File: src/rtl/ahb_pkg.sv
// ahb_pkg: shared AHB arbiter sizing, bus encodings and arbiter FSM states.
package ahb_pkg;

    localparam int unsigned NO_OF_MASTERS = 4;
    localparam int unsigned MASTER_IDX_W  = 2;
    localparam int unsigned DATA_WIDTH    = 32;

    typedef enum logic [1:0] {
        IDLE   = 2'b00,
        BUSY   = 2'b01,
        NONSEQ = 2'b10,
        SEQ    = 2'b11
    } htrans_t;

    typedef enum logic [1:0] {
        OKAY  = 2'b00,
        ERROR = 2'b01,
        RETRY = 2'b10,
        SPLIT = 2'b11
    } hresp_t;

    localparam logic [2:0] SINGLE = 3'b000;
    localparam logic [2:0] INCR   = 3'b001;

    typedef enum logic [1:0] {
        ARB_OPEN   = 2'b00,
        ARB_LOCKED = 2'b01,
        ARB_SPLIT  = 2'b10
    } arb_state_t;

endpackage

File: src/rtl/ahb_rr_picker.sv
// ahb_rr_picker: combinational round-robin pick, searching from last+1 and wrapping.
module ahb_rr_picker #(
    parameter int unsigned NO_OF_MASTERS = ahb_pkg::NO_OF_MASTERS
) (
    input  logic [NO_OF_MASTERS-1:0]         eligible,
    input  logic [ahb_pkg::MASTER_IDX_W-1:0] last,
    output logic [NO_OF_MASTERS-1:0]         grant_c,
    output logic                             valid_c
);
    import ahb_pkg::*;

    logic [MASTER_IDX_W-1:0] idx;

    // First eligible master after the last-granted one wins.
    always_comb begin
        grant_c = '0;
        valid_c = 1'b0;
        idx     = '0;
        for (int unsigned k = 1; k <= NO_OF_MASTERS; k++) begin
            idx = MASTER_IDX_W'((32'(last) + k) % NO_OF_MASTERS);
            if (!valid_c && eligible[idx]) begin
                grant_c[idx] = 1'b1;
                valid_c      = 1'b1;
            end
        end
    end

endmodule

File: src/rtl/ahb_split_arbiter.sv
// ahb_split_arbiter: AHB round-robin arbiter with lock and SPLIT/RETRY handling.
// Optional split watchdog enabled by defining AHB_SPLIT_TIMEOUT_EN.
module ahb_split_arbiter #(
    parameter int unsigned NO_OF_MASTERS  = ahb_pkg::NO_OF_MASTERS,
    parameter int unsigned DEFAULT_MASTER = 0,
    parameter int unsigned SPLIT_TIMEOUT  = 64
) (
    input  logic                             HCLK,
    input  logic                             HRESET,
    input  logic [NO_OF_MASTERS-1:0]         HBUSREQ,
    input  logic [NO_OF_MASTERS-1:0]         HLOCK,
    input  ahb_pkg::htrans_t                 HTRANS,
    input  logic [2:0]                       HBURST,
    input  logic                             HREADY,
    input  ahb_pkg::hresp_t                  HRESP,
    input  logic [NO_OF_MASTERS-1:0]         HSPLIT,
    output logic [NO_OF_MASTERS-1:0]         HGRANT,
    output logic [ahb_pkg::MASTER_IDX_W-1:0] HMASTER,
    output logic                             HMASTLOCK,
    output logic [NO_OF_MASTERS-1:0]         split_mask,
    output logic [NO_OF_MASTERS-1:0]         split_timeout
);
    import ahb_pkg::*;

    localparam int unsigned  N       = NO_OF_MASTERS;
    localparam int unsigned  W       = MASTER_IDX_W;
    localparam logic [N-1:0] DEF_OH  = N'(1) << DEFAULT_MASTER;
    localparam logic [W-1:0] DEF_IDX = W'(DEFAULT_MASTER);

    // Reject configurations the index width or watchdog cannot represent.
    if (SPLIT_TIMEOUT == 0 || DEFAULT_MASTER >= NO_OF_MASTERS ||
        NO_OF_MASTERS > (1 << MASTER_IDX_W)) begin : g_bad_cfg
        $error("ahb_split_arbiter: illegal parameter combination");
    end

    function automatic logic [W-1:0] oh2idx(input logic [N-1:0] oh);
        oh2idx = '0;
        for (int unsigned i = 0; i < N; i++) begin
            if (oh[i]) oh2idx = W'(i);
        end
    endfunction

    arb_state_t   state_q, state_d;
    logic [N-1:0] grant_q, grant_d;
    logic [W-1:0] hmaster_q, hmaster_d;
    logic         hmastlock_q, hmastlock_d;
    logic [W-1:0] dmaster_q, dmaster_d;
    logic [W-1:0] last_q, last_d;
    logic [N-1:0] mask_q, mask_d;

    logic [N-1:0] set_vec;
    logic [N-1:0] timeout_hit;
    logic [N-1:0] eligible;
    logic [N-1:0] pick_grant;
    logic         pick_valid;
    logic [N-1:0] new_grant;
    logic [W-1:0] new_idx;
    logic [W-1:0] grant_idx;
    logic         new_lock;
    logic         resp_first;
    logic         arb_point;
    logic         decide;

    // First response cycle detection and split-mask update; a new SPLIT beats any clear.
    always_comb begin
        resp_first = !HREADY && (HRESP == SPLIT || HRESP == RETRY);
        set_vec    = '0;
        if (!HREADY && HRESP == SPLIT && dmaster_q != DEF_IDX) begin
            set_vec = N'(1) << dmaster_q;
        end
        mask_d = (mask_q & ~HSPLIT & ~timeout_hit) | set_vec;
    end

    // Eligible requesters; the second split cycle also excludes the responding master.
    always_comb begin
        eligible = HBUSREQ & ~mask_d;
        if (state_q == ARB_SPLIT) begin
            eligible = eligible & ~(N'(1) << dmaster_q);
        end
    end

    ahb_rr_picker #(
        .NO_OF_MASTERS (N)
    ) u_picker (
        .eligible (eligible),
        .last     (last_q),
        .grant_c  (pick_grant),
        .valid_c  (pick_valid)
    );

    // Arbitration point detection and the winner of this cycle's decision.
    always_comb begin
        grant_idx = oh2idx(grant_q);
        arb_point = HREADY && (HTRANS == IDLE ||
                               (HTRANS == NONSEQ && HBURST == SINGLE) ||
                               !HBUSREQ[grant_idx]);
        new_grant = pick_valid ? pick_grant : DEF_OH;
        new_idx   = oh2idx(new_grant);
        new_lock  = HLOCK[new_idx];
        case (state_q)
            ARB_OPEN:  decide = arb_point;
            ARB_SPLIT: decide = HREADY;
            default:   decide = 1'b0;
        endcase
    end

    // FSM state register.
    always_ff @(posedge HCLK) begin
        if (HRESET) state_q <= ARB_OPEN;
        else        state_q <= state_d;
    end

    // FSM next state: split/retry preempts everything, lock holds the grant.
    always_comb begin
        state_d = state_q;
        if (resp_first) begin
            state_d = ARB_SPLIT;
        end else begin
            case (state_q)
                ARB_OPEN:   if (decide && new_lock) state_d = ARB_LOCKED;
                ARB_LOCKED: if (HREADY && HTRANS == IDLE && !HLOCK[grant_idx]) state_d = ARB_OPEN;
                ARB_SPLIT:  if (HREADY) state_d = ARB_OPEN;
                default:    state_d = ARB_OPEN;
            endcase
        end
    end

    // FSM outputs: grant load on decisions, address/data phase owners on HREADY.
    always_comb begin
        grant_d     = grant_q;
        last_d      = last_q;
        hmaster_d   = hmaster_q;
        hmastlock_d = hmastlock_q;
        dmaster_d   = dmaster_q;
        if (decide) begin
            grant_d = new_grant;
            last_d  = new_idx;
        end
        if (HREADY) begin
            hmaster_d   = grant_idx;
            hmastlock_d = HLOCK[grant_idx];
            dmaster_d   = hmaster_q;
        end
    end

    // Arbiter datapath registers.
    always_ff @(posedge HCLK) begin
        if (HRESET) begin
            grant_q     <= DEF_OH;
            last_q      <= DEF_IDX;
            hmaster_q   <= DEF_IDX;
            hmastlock_q <= 1'b0;
            dmaster_q   <= DEF_IDX;
            mask_q      <= '0;
        end else begin
            grant_q     <= grant_d;
            last_q      <= last_d;
            hmaster_q   <= hmaster_d;
            hmastlock_q <= hmastlock_d;
            dmaster_q   <= dmaster_d;
            mask_q      <= mask_d;
        end
    end

`ifdef AHB_SPLIT_TIMEOUT_EN
    localparam int unsigned      CNT_W    = $clog2(SPLIT_TIMEOUT + 1);
    localparam logic [CNT_W-1:0] CNT_LAST = CNT_W'(SPLIT_TIMEOUT - 1);

    logic [N-1:0][CNT_W-1:0] cnt_q, cnt_d;
    logic [N-1:0]            timeout_q, timeout_d;

    // Watchdog expiry: the edge that would bring the count to SPLIT_TIMEOUT.
    always_comb begin
        for (int unsigned i = 0; i < N; i++) begin
            timeout_hit[i] = mask_q[i] && (cnt_q[i] == CNT_LAST);
        end
        timeout_d = timeout_hit;
    end

    // Count cycles spent masked; restart whenever the bit clears or expires.
    always_comb begin
        for (int unsigned i = 0; i < N; i++) begin
            cnt_d[i] = (mask_q[i] && mask_d[i] && !timeout_hit[i]) ? cnt_q[i] + CNT_W'(1) : '0;
        end
    end

    // Watchdog registers.
    always_ff @(posedge HCLK) begin
        if (HRESET) begin
            cnt_q     <= '0;
            timeout_q <= '0;
        end else begin
            cnt_q     <= cnt_d;
            timeout_q <= timeout_d;
        end
    end

    assign split_timeout = timeout_q;
`else
    assign timeout_hit   = '0;
    assign split_timeout = '0;
`endif

    assign HGRANT     = grant_q;
    assign HMASTER    = hmaster_q;
    assign HMASTLOCK  = hmastlock_q;
    assign split_mask = mask_q;

endmodule

File: config.mk
export PLATFORM = sky130hd
export DESIGN_NAME = ahb_split_arbiter
export DESIGN_NICKNAME = d
export VERILOG_FILES = /design/src/rtl/ahb_pkg.sv /design/src/rtl/ahb_rr_picker.sv /design/src/rtl/ahb_split_arbiter.sv
export SDC_FILE = /design/constraint.sdc
export NUM_CORES = 1
export LEC_CHECK = 0
export BUFFER_PORTS_ARGS = -buffer_cell sky130_fd_sc_hd__buf_2
export CORE_MARGIN = 5
export CORE_UTILIZATION = 53
export CTS_BUF_LIST = sky130_fd_sc_hd__clkbuf_8 sky130_fd_sc_hd__clkbuf_16
export CTS_CLUSTER_DIAMETER = 200
export DETAILED_ROUTE_END_ITERATION = 12
export HOLD_SLACK_MARGIN = 0.03
export MAX_ROUTING_LAYER = met4
export PLACE_DENSITY = 0.84
export SYNTH_ARGS = -nofsm -noshare
export SYNTH_HDL_FRONTEND = slang
export SYNTH_SLANG_ARGS = --single-unit
File: constraint.sdc
create_clock -name HCLK -period 3.55 [get_ports HCLK]
set_clock_uncertainty 0.2 [all_clocks]
set_input_delay 0.71 -clock HCLK [delete_from_list [all_inputs] [get_ports HCLK]]
set_output_delay 0.71 -clock HCLK [all_outputs]
set_load 0.02 [all_outputs]
After elaboration in Yosys (flattened, before gate mapping). Cells that the tools add are included.

Div/mod/pow operators: 0. Magnitude comparators: 10. Bitwise logic cells: 10. Multiply operators: 0. Reduce and logical (&&, ||, !) cells: 31. Shift-type cells: 1. Equal/unequal tests: 11. Muxes and demuxes: 45. Add/subtract/negate cells: 4.

Operators by type and width (number): two-way mux 4 bit (7); less-than comparator 2 x 3 -> 1 bit, second input constant (6); two-way mux 1 bit (17); two-way mux 2 bit (8); OR 4 bit (4); logical AND 1 bit (15); binary-select mux 1 bit (select 2 bit) (7); AND 4 bit (3); NOT 4 bit (3); != test 3 bit, second input constant (3); demux 1 bit (select 2 bit) (4); == test 2 bit, second input constant (4); >= comparator 2 x 1 -> 1 bit, second input constant (4); logical NOT 1 bit (6); != test 2 bit, second input constant (3); one-hot mux 2 bit (3 select lines) (1); AND reduction 3 bit (2); adder 2 x 1 -> 2 bit, second input constant (2); adder 2 bit, second input constant (2); logical NOT 2 bit (2); << shifter 1 x 2 -> 4 bit, first input constant (1); logical NOT 3 bit (1); logical OR 1 bit (3); == test 2 x 1 -> 1 bit, second input constant (1); other kinds (3) (3).

RAM bits: 0. Bits of input ports: 22. ROM bits: 0. Word-level logic and storage cells: 120. Output and inout port bits: 15. Bits in latches: 0. Memories: 0. Register bits after elaboration: 17.

Depth between registers and ports, before layout. Gate-level depths: netlist (run 1).

Word-level depth: 31. Gate-level depth with buffers: 8. Mapped depth without buffers: 8.

Cells and area by module. From an unflattened synthesis (run 1), not the netlist that was laid out.

Cells, all modules: 159. Area total of the unflattened synthesis: 1345.0 um^2.

Modules (own cells, without submodules): ahb_split_arbiter (sequential area each 340.3 um^2, times used 1, area each 929.6 um^2, cells an instance 111); ahb_rr_picker (sequential area each 0.0 um^2, times used 1, area each 415.4 um^2, cells an instance 48).

Worst setup path before layout (run 1). Ideal clock, no wire load.

Path kind: in2reg. Start: in HREADY. End: reg state_q[0]. Setup slack: 0.385 ns. Stages on the path: 8. Arrival: 2.850 ns. Buffers on the path: 0. Setup time: 0.116 ns. Required time: 3.234 ns. Cells stage by stage: nand4b_1 > a21oi_1 > nor2_1 > mux4_2 > and2_4 > or3_1 > or3_1 > a31o_1.

Cells in the longest elaborated chain, start to end: 30. Elaborated cells on any way between the ends: 51. Classes of those cells: 3 x eq/ne; 25 x mux; 7 x bitwise; 16 x reduce/logical.

Ends and longest elaborated chain: from (decl) (line ahb_split_arbiter.sv:14) `input logic HREADY,`; logical NOT 1 bit (line ahb_split_arbiter.sv:66, ahb_split_arbiter.sv:68); logical AND 1 bit (2 in a row) (line ahb_split_arbiter.sv:68) `if (!HREADY && HRESP == SPLIT && dmaster_q != DEF_IDX) begin`; two-way mux 4 bit (line ahb_split_arbiter.sv:68); OR 4 bit (line ahb_split_arbiter.sv:71) `mask_d = (mask_q & ~HSPLIT & ~timeout_hit) | set_vec;`; NOT 4 bit (line ahb_split_arbiter.sv:76) `eligible = HBUSREQ & ~mask_d;`; AND 4 bit (line ahb_split_arbiter.sv:76); AND 4 bit (line ahb_split_arbiter.sv:78) `eligible = eligible & ~(N'(1) << dmaster_q);`; two-way mux 4 bit (line ahb_split_arbiter.sv:77) `if (state_q == ARB_SPLIT) begin`; [... 12 more ...]; two-way mux 4 bit (line ahb_split_arbiter.sv:97) `new_grant = pick_valid ? pick_grant : DEF_OH;`; two-way mux 1 bit (line ahb_split_arbiter.sv:39) `if (oh[i]) oh2idx = W'(i);`; two-way mux 2 bit (2 in a row) (line ahb_split_arbiter.sv:39); binary-select mux 1 bit (select 2 bit) (line ahb_split_arbiter.sv:99) `new_lock = HLOCK[new_idx];`; two-way mux 1 bit (not written as such) (line ahb_split_arbiter.sv:99); logical AND 1 bit (line ahb_split_arbiter.sv:120) `ARB_OPEN: if (decide && new_lock) state_d = ARB_LOCKED;`; != test 2 bit (no line); AND reduction 3 bit (no line); to (signal assigned) (line ahb_split_arbiter.sv:110) `else state_q <= state_d;`; to (decl) (line ahb_split_arbiter.sv:43) `arb_state_t state_q, state_d;`.

Parallel ways exist; a longest one is shown, timed or not. The select of a mux whose other input is x is not followed. A chain may end at the register's enable or synchronous reset.

Final worst setup path (run 1). Same ends and word-level chain as after synthesis.

==> results.json, run 1 <==
{
  "synth_area_um2": 1429,
  "regToRegEndpoint": "state_q[0]",
  "cts-root-buf": "clkbuf_8",
  "critPathRequiredTime_ns": 3.49,
  "via_per_inst": 6.614,
  "h-tree-depth": 1,
  "ir_worst_vdd_mv": 0.3905,
  "hold_viol_final": 0,
  "clock_latency_ns": 0.25,
  "synth_cells": 182,
  "run_status": "completed",
  "hold-path-cell-count": 2,
  "finish.utilization_pct": 67.46,
  "worst_hold_path.endpoint": "HMASTLOCK",
  "cp-start-kind": "input pin",
  "dp_worst_setup_slack_ns": 0.1212,
  "post_cts_buffers": 0,
  "dp.cells": 247,
  "grt_pass1_wl_mm": 6.644,
  "synth.distinct_cells": 55,
  "cts.clk_slew.worst_paths_ns": 0.06,
  "cts_made_buffers": 3,
  "wirelength_mm": 4.255,
  "cts_resized": 0,
  "setup_slack_ns": 0.3186,
  "drive_gt1_share_pct": 24.89,
  "worst_slew_pin_slew_ns": 0.7486,
  "cts.sinks": 17,
  "antenna_found_initial": 0,
  "ios": 37,
  "cts_buffer_depth": 2,
  "rsz0062_at_grt": "no",
  "mostFrequentLayoutCells": "buf_2 (32), dfxtp_1 (17), nor2_1 (16)",
  "synthFlopType": "dfxtp_1",
  "fp.coreArea_um2": 2522,
  "cap_violations": 0,
  "power.density_nw_per_um2": 493.9,
  "rr_worst_depth": 9,
  "grt_usage_pct": 23.47,
  "fin_cells": 251,
  "report.final.slew_viol_count": 0,
  "grt_pass1_vias": 1527,
  "layout_commonest_cell": "buf_2",
  "io_buffers": 32,
  "finalSetupTns_ns": 0,
  "r2r_slack_ns": 0.48,
  "antenna-diode-count": 0,
  "hold_class": "reg -> reg",
  "rows": 18,
  "synth-seq-cells": 17,
  "drc_errors": 0,
  "die_w_um": 61.92,
  "arrival_ns": 3.17,
  "antenna_left": 0,
  "crit_fanout": 6,
  "async_reset_ff_share_pct": 0,
  "grt_max_degree": 19,
  "end_kind": "flip-flop",
  "ys_seq_area_share_pct": 23.82,
  "cts_tree": "built",
  "nFillCells": 213,
  "crit_type": "in -> reg",
  "place.gp.congestion": 0.9763,
  "die-area_um2": 3834,
  "ctsHoldBuffers": 0,
  "setup_viol": 0,
  "initial_utilization_pct": 56.65,
  "route.detailed.wl_per_inst_um": 16.95,
  "multi_input_area_um2": 1021,
  "grt_overflow": 0,
  "dr.pass1.iters": 5,
  "yosysWarnings": 0,
  "hp-start": "HMASTLOCK",
  "fin_crit_sh_pct": 91.03,
  "die_y_um": 61.92,
  "drtIter0Drc": 122,
  "timing.fmax_ghz": 0.3095,
  "synth.avg_cell_area_um2": 7.851,
  "power_leakage_nw": 0.7018,
  "p_total_mw": 0.8405,
  "period_minus_slack_ns": 3.231,
  "slew_headroom_pct": 49.71,
  "route.vias.total": 1660,
  "finalNetCount": 252,
  "syn_to_final_growth_pct": 19.09,
  "r2r-start": "dmaster_q[0]",
  "seq_area_um2": 340.3,
  "synth_edf_count": 0,
  "hpwl_mm": 3.317
}
==> routing by layer <==
| metal | global-route usage, % | share of wire (%) | wire length (um) | vias to the layer above |
|---|---|---|---|---|
| li1 | - | - | - | 780 |
| met3 | 5.372 | 12 | 498 | 17 |
| met4 | 9.091 | 1.9 | 82 | 0 |
| met1 | 27.83 | 38 | 1628 | 740 |
| met5 | - | 0 | 0 | - |
| met2 | 38.42 | 48 | 2045 | 123 |
==> synthesized netlist by cell type (all sizes together), types with 3 or more instances <==
cell	number	area (um^2)
a211oi	3	22.52
nor2	16	60.06
a21oi	8	40.04
inv	8	30.03
buf	5	33.78
nor4	5	31.28
dfxtp	17	340.3
o31ai	5	42.54
o22ai	5	31.28
o21a	3	22.52
o21ai	3	15.01
nand2	14	52.55
ha	8	100.1
nand4	5	31.28
a31oi	3	18.77
or3	5	31.28
nor2b	4	25.02
clkbuf	4	15.01
nor3	7	35.03
nand3	10	50.05
nand2b	4	25.02
==> flip-flops by register name (all words and copies together) (netlist names) <==
name        cells
HGRANT          4
HMASTER         2
HMASTLOCK       1
state_q         2
split_mask      4
dmaster_q       2
last_q          2
==> area by class of cell <==
type / count / area share [%]
Clock buffer: 3 / 2.426
Clock inverter: 1 / 0.2206
Inverter: 8 / 1.765
Multi-Input combinational cell: 151 / 60.00
Sequential cell: 17 / 20.00
Tap cell: 30 / 2.206
Timing Repair Buffer: 41 / 13.38
==> power breakdown <==
part           internal [mW]  total, mW  switching, mW
registers              0.216      0.242         0.0262
logic                  0.186      0.457          0.271
clock network         0.0767      0.142         0.0648
total                  0.478      0.841          0.363
==> critical path: stages <==
cell      delay [ns]
buf_2           0.12
nand4b_1        0.22
a21oi_1         0.34
nor2_1          0.12
buf_4           0.17
o221ai_1        0.36
nor2_1          0.17
a221o_2         0.39
o311a_1         0.34
a31o_1          0.22
==> worst max-delay path by stage <==
stage | to | slack (ns) | depth (start not counted) | start
floorplan | state_q[0] | 0.38 | 8 | HREADY
global placement | state_q[0] | 0.21 | 10 | HREADY
detailed placement | state_q[0] | 0.12 | 10 | HREADY
CTS | state_q[0] | 0.39 | 10 | HREADY
global route | state_q[0] | 0.21 | 10 | HREADY
finish | state_q[0] | 0.32 | 10 | HREADY
==> stage by stage <==
step	hold slack (ns)	cell area, um^2
finish	0.2736	1702
global route	0.3178	1702
CTS	0.2778	1702
detailed placement	0.2646	1657
global placement	0.2627	1657
floorplan	0.3331	1440
==> cell families after synthesis <==
family	synth area share, %
AOI/OAI and AO/OA	26.97
DFF	23.82
adders and majority gates	7.006
and+or+nand+nor	31.87
muxes	4.553
other	0.2624
buffers and inverters	5.516
No activity file was read; power rests on OpenSTA's default activity.
==> run 2, diff against run 1 <==
Settings changed: ABC_AREA set to 1, CORE_MARGIN 5 to 4, CORE_UTILIZATION 53 to 52, PLACE_DENSITY 0.84 to 0.83.
==> run 2 against run 1 <==
  * Power grew 18%
  * Largest cell class unchanged
  * Non-clock buffer count fell by 9
  * Cell count is 10% higher
  * Worst hold slack better by 0.0069 ns
  * Via count shrank 15%
  * Sequential power rose by 6%
  * Sequential cell count is the same
==> results.json, run 2 <==
{
  "run_status": "completed",
  "cp-start-kind": "flip-flop",
  "use_met2_pct": 33.44,
  "hold_viol_final": 0,
  "initial_utilization_pct": 54.60,
  "cts_buffer_depth": 2,
  "report.final.slew_viol_count": 0,
  "grt_max_degree": 11,
  "arrival_ns": 2.69,
  "layout_commonest_cell": "nand2_1",
  "period_minus_slack_ns": 2.699,
  "drc_errors": 0,
  "ys_seq_area_share_pct": 25.16,
  "cts-root-buf": "clkbuf_8",
  "antenna-diode-count": 0,
  "timing.fmax_ghz": 0.3705,
  "power_leakage_nw": 0.8247,
  "finalSetupTns_ns": 0,
  "crit_fanout": 10,
  "top_usage_layer": "met2",
  "clkPwrFrac_pct": 15.0,
  "hold_class": "reg -> reg",
  "switching_share_pct": 50.17,
  "die-area_um2": 3481,
  "ios": 37,
  "grt_pass1_vias": 1303,
  "wirelength_mm": 3.238,
  "ir_worst_vdd_mv": 0.4914,
  "dr.pass1.iters": 4,
  "synthFlopType": "dfxtp_1",
  "power.density_nw_per_um2": 628.5,
  "synth_cells": 212,
  "ctsHoldBuffers": 0,
  "rsz0062_at_grt": "no",
  "synth-seq-cells": 17,
  "cap_violations": 0,
  "cts.sinks": 17,
  "netlist.area_leader.share_pct": 25.16,
  "antenna_left": 0,
  "grt.met1_usage_pct": 26.64,
  "yosysWarnings": 0,
  "synth_common_cells": "nand2_1 (40), inv_1 (32), nor2_1 (25)",
  "clock_latency_ns": 0.26,
  "route.vias.total": 1416,
  "end_kind": "flip-flop",
  "cts_tree": "built",
  "fin_crit_sh_pct": 76.03,
  "syn_to_final_growth_pct": 16.37,
  "fp.coreArea_um2": 2477,
  "grt_pass1_wl_mm": 5.388,
  "drive_gt1_share_pct": 26.83,
  "drtIter0Drc": 74,
  "synth.distinct_cells": 27,
  "setup_viol": 0,
  "synth_area_leaders": "dfxtp_1 (25%), nand2_1 (11%), inv_1 (8.9%)",
  "synth_area_um2": 1353,
  "seqPwrFrac_pct": 25.9,
  "p_int_mw": 0.4930,
  "route.detailed.wl_per_inst_um": 11.73,
  "nFillCells": 254,
  "die_y_um": 59,
  "grt_overflow": 0,
  "h-tree-depth": 1,
  "grt_usage_pct": 20.66,
  "io_buffers": 32,
  "power.switching_mw": 0.4963,
  "via_per_inst": 5.130,
  "rows": 18,
  "yosys.area.top_type": "dfxtp_1",
  "combPwrFrac_pct": 59.1,
  "synth.most_common_cell": "nand2_1",
  "synth_edf_count": 0,
  "finalNetCount": 277,
  "mostFrequentLayoutCells": "nand2_1 (40), inv_1 (32), buf_2 (32)",
  "hpwl_mm": 2.641,
  "critPathRequiredTime_ns": 3.54,
  "cts_resized": 0,
  "cts.clk_slew.worst_paths_ns": 0.07,
  "post_cts_buffers": 0,
  "die_w_um": 59,
  "place.gp.congestion": 0.8964,
  "antenna_found_initial": 0,
  "synth.avg_cell_area_um2": 6.380,
  "async_reset_ff_share_pct": 0,
  "cts_made_buffers": 3,
  "use_met3_pct": 4.139,
  "p_total_mw": 0.9893,
  "crit_type": "reg -> reg"
}
run 2: per-layer routing:
metal | wire [um] | up-vias
met5 | 0 | -
met4 | 28 | 0
met3 | 289 | 4
met2 | 1525 | 52
met1 | 1394 | 621
li1 | - | 739
run 2: logic make-up (layout without fill, tap and decap cells):
logic type,Yosys count,count (layout),share of synthesized area (%)
simple gates,102,102,35.89
buf+inv,44,75,13.32
compound gates,40,40,17.95
flops,17,17,25.16
fa+ha+maj,8,8,7.401
other cells,1,4,0.2773
run 2: power by group through the flow:
stage / sequential, mW / clock (mW) / combinational [mW]
floorplan: 0.274 / 0 / 0.438
global placement: 0.259 / 0 / 0.570
CTS: 0.256 / 0.148 / 0.579
detailed placement: 0.260 / 0 / 0.574
finish: 0.256 / 0.149 / 0.584
global route: 0.261 / 0.158 / 0.658
run 2: worst max-delay path, cell delays in order, from the launching register on:
cell and delay [ns]:
dfxtp_1 0.55, inv_1 0.24, ha_1 0.39, inv_1 0.10, nand3_2 0.10, nand2_4 0.14
nand2_2 0.08, nor2_4 0.09, nand2_2 0.09, o21ai_2 0.20, nand2_2 0.09, nand2_1 0.06
nand2_1 0.05, nand2_1 0.07, nand3_2 0.08, a21oi_2 0.11
run 2: cell type report:
type / instances / area (um^2) / area share (%)
clock buffer: 3 / 41.29 / 2.623
clock inverter: 1 / 5.005 / 0.3180
inverter: 39 / 146.4 / 9.300
multi-input combinational: 154 / 843.3 / 53.58
sequential: 17 / 340.3 / 21.62
tap: 30 / 37.54 / 2.385
timing repair buffer: 32 / 160.2 / 10.17
run 2: path summary, 6_finish.rpt:
kind                                    start       endpoint  slack, ns  depth (start not counted)
worst min-delay path            split_mask[0]  split_mask[0]       0.28                          2
worst max register to register      last_q[0]     state_q[0]       0.85                         15
worst max-delay path                last_q[0]     state_q[0]       0.85                         15
worst min register to register  split_mask[0]  split_mask[0]       0.28                          2
run 2: per-stage QoR:
step	instances	utilization (%)	instance area [um^2]	hold slack (ns)	setup WS, ns
6_report	276	63.54	1574	0.2805	0.8511
5_1_grt	276	63.54	1574	0.3101	0.6209
4_1_cts	276	63.54	1574	0.2873	0.8617
3_5_place_dp	272	61.67	1528	0.2765	0.8513
3_3_place_gp	272	61.67	1528	0.2718	0.8690
2_1_floorplan	215	-	1364	0.2999	1.214
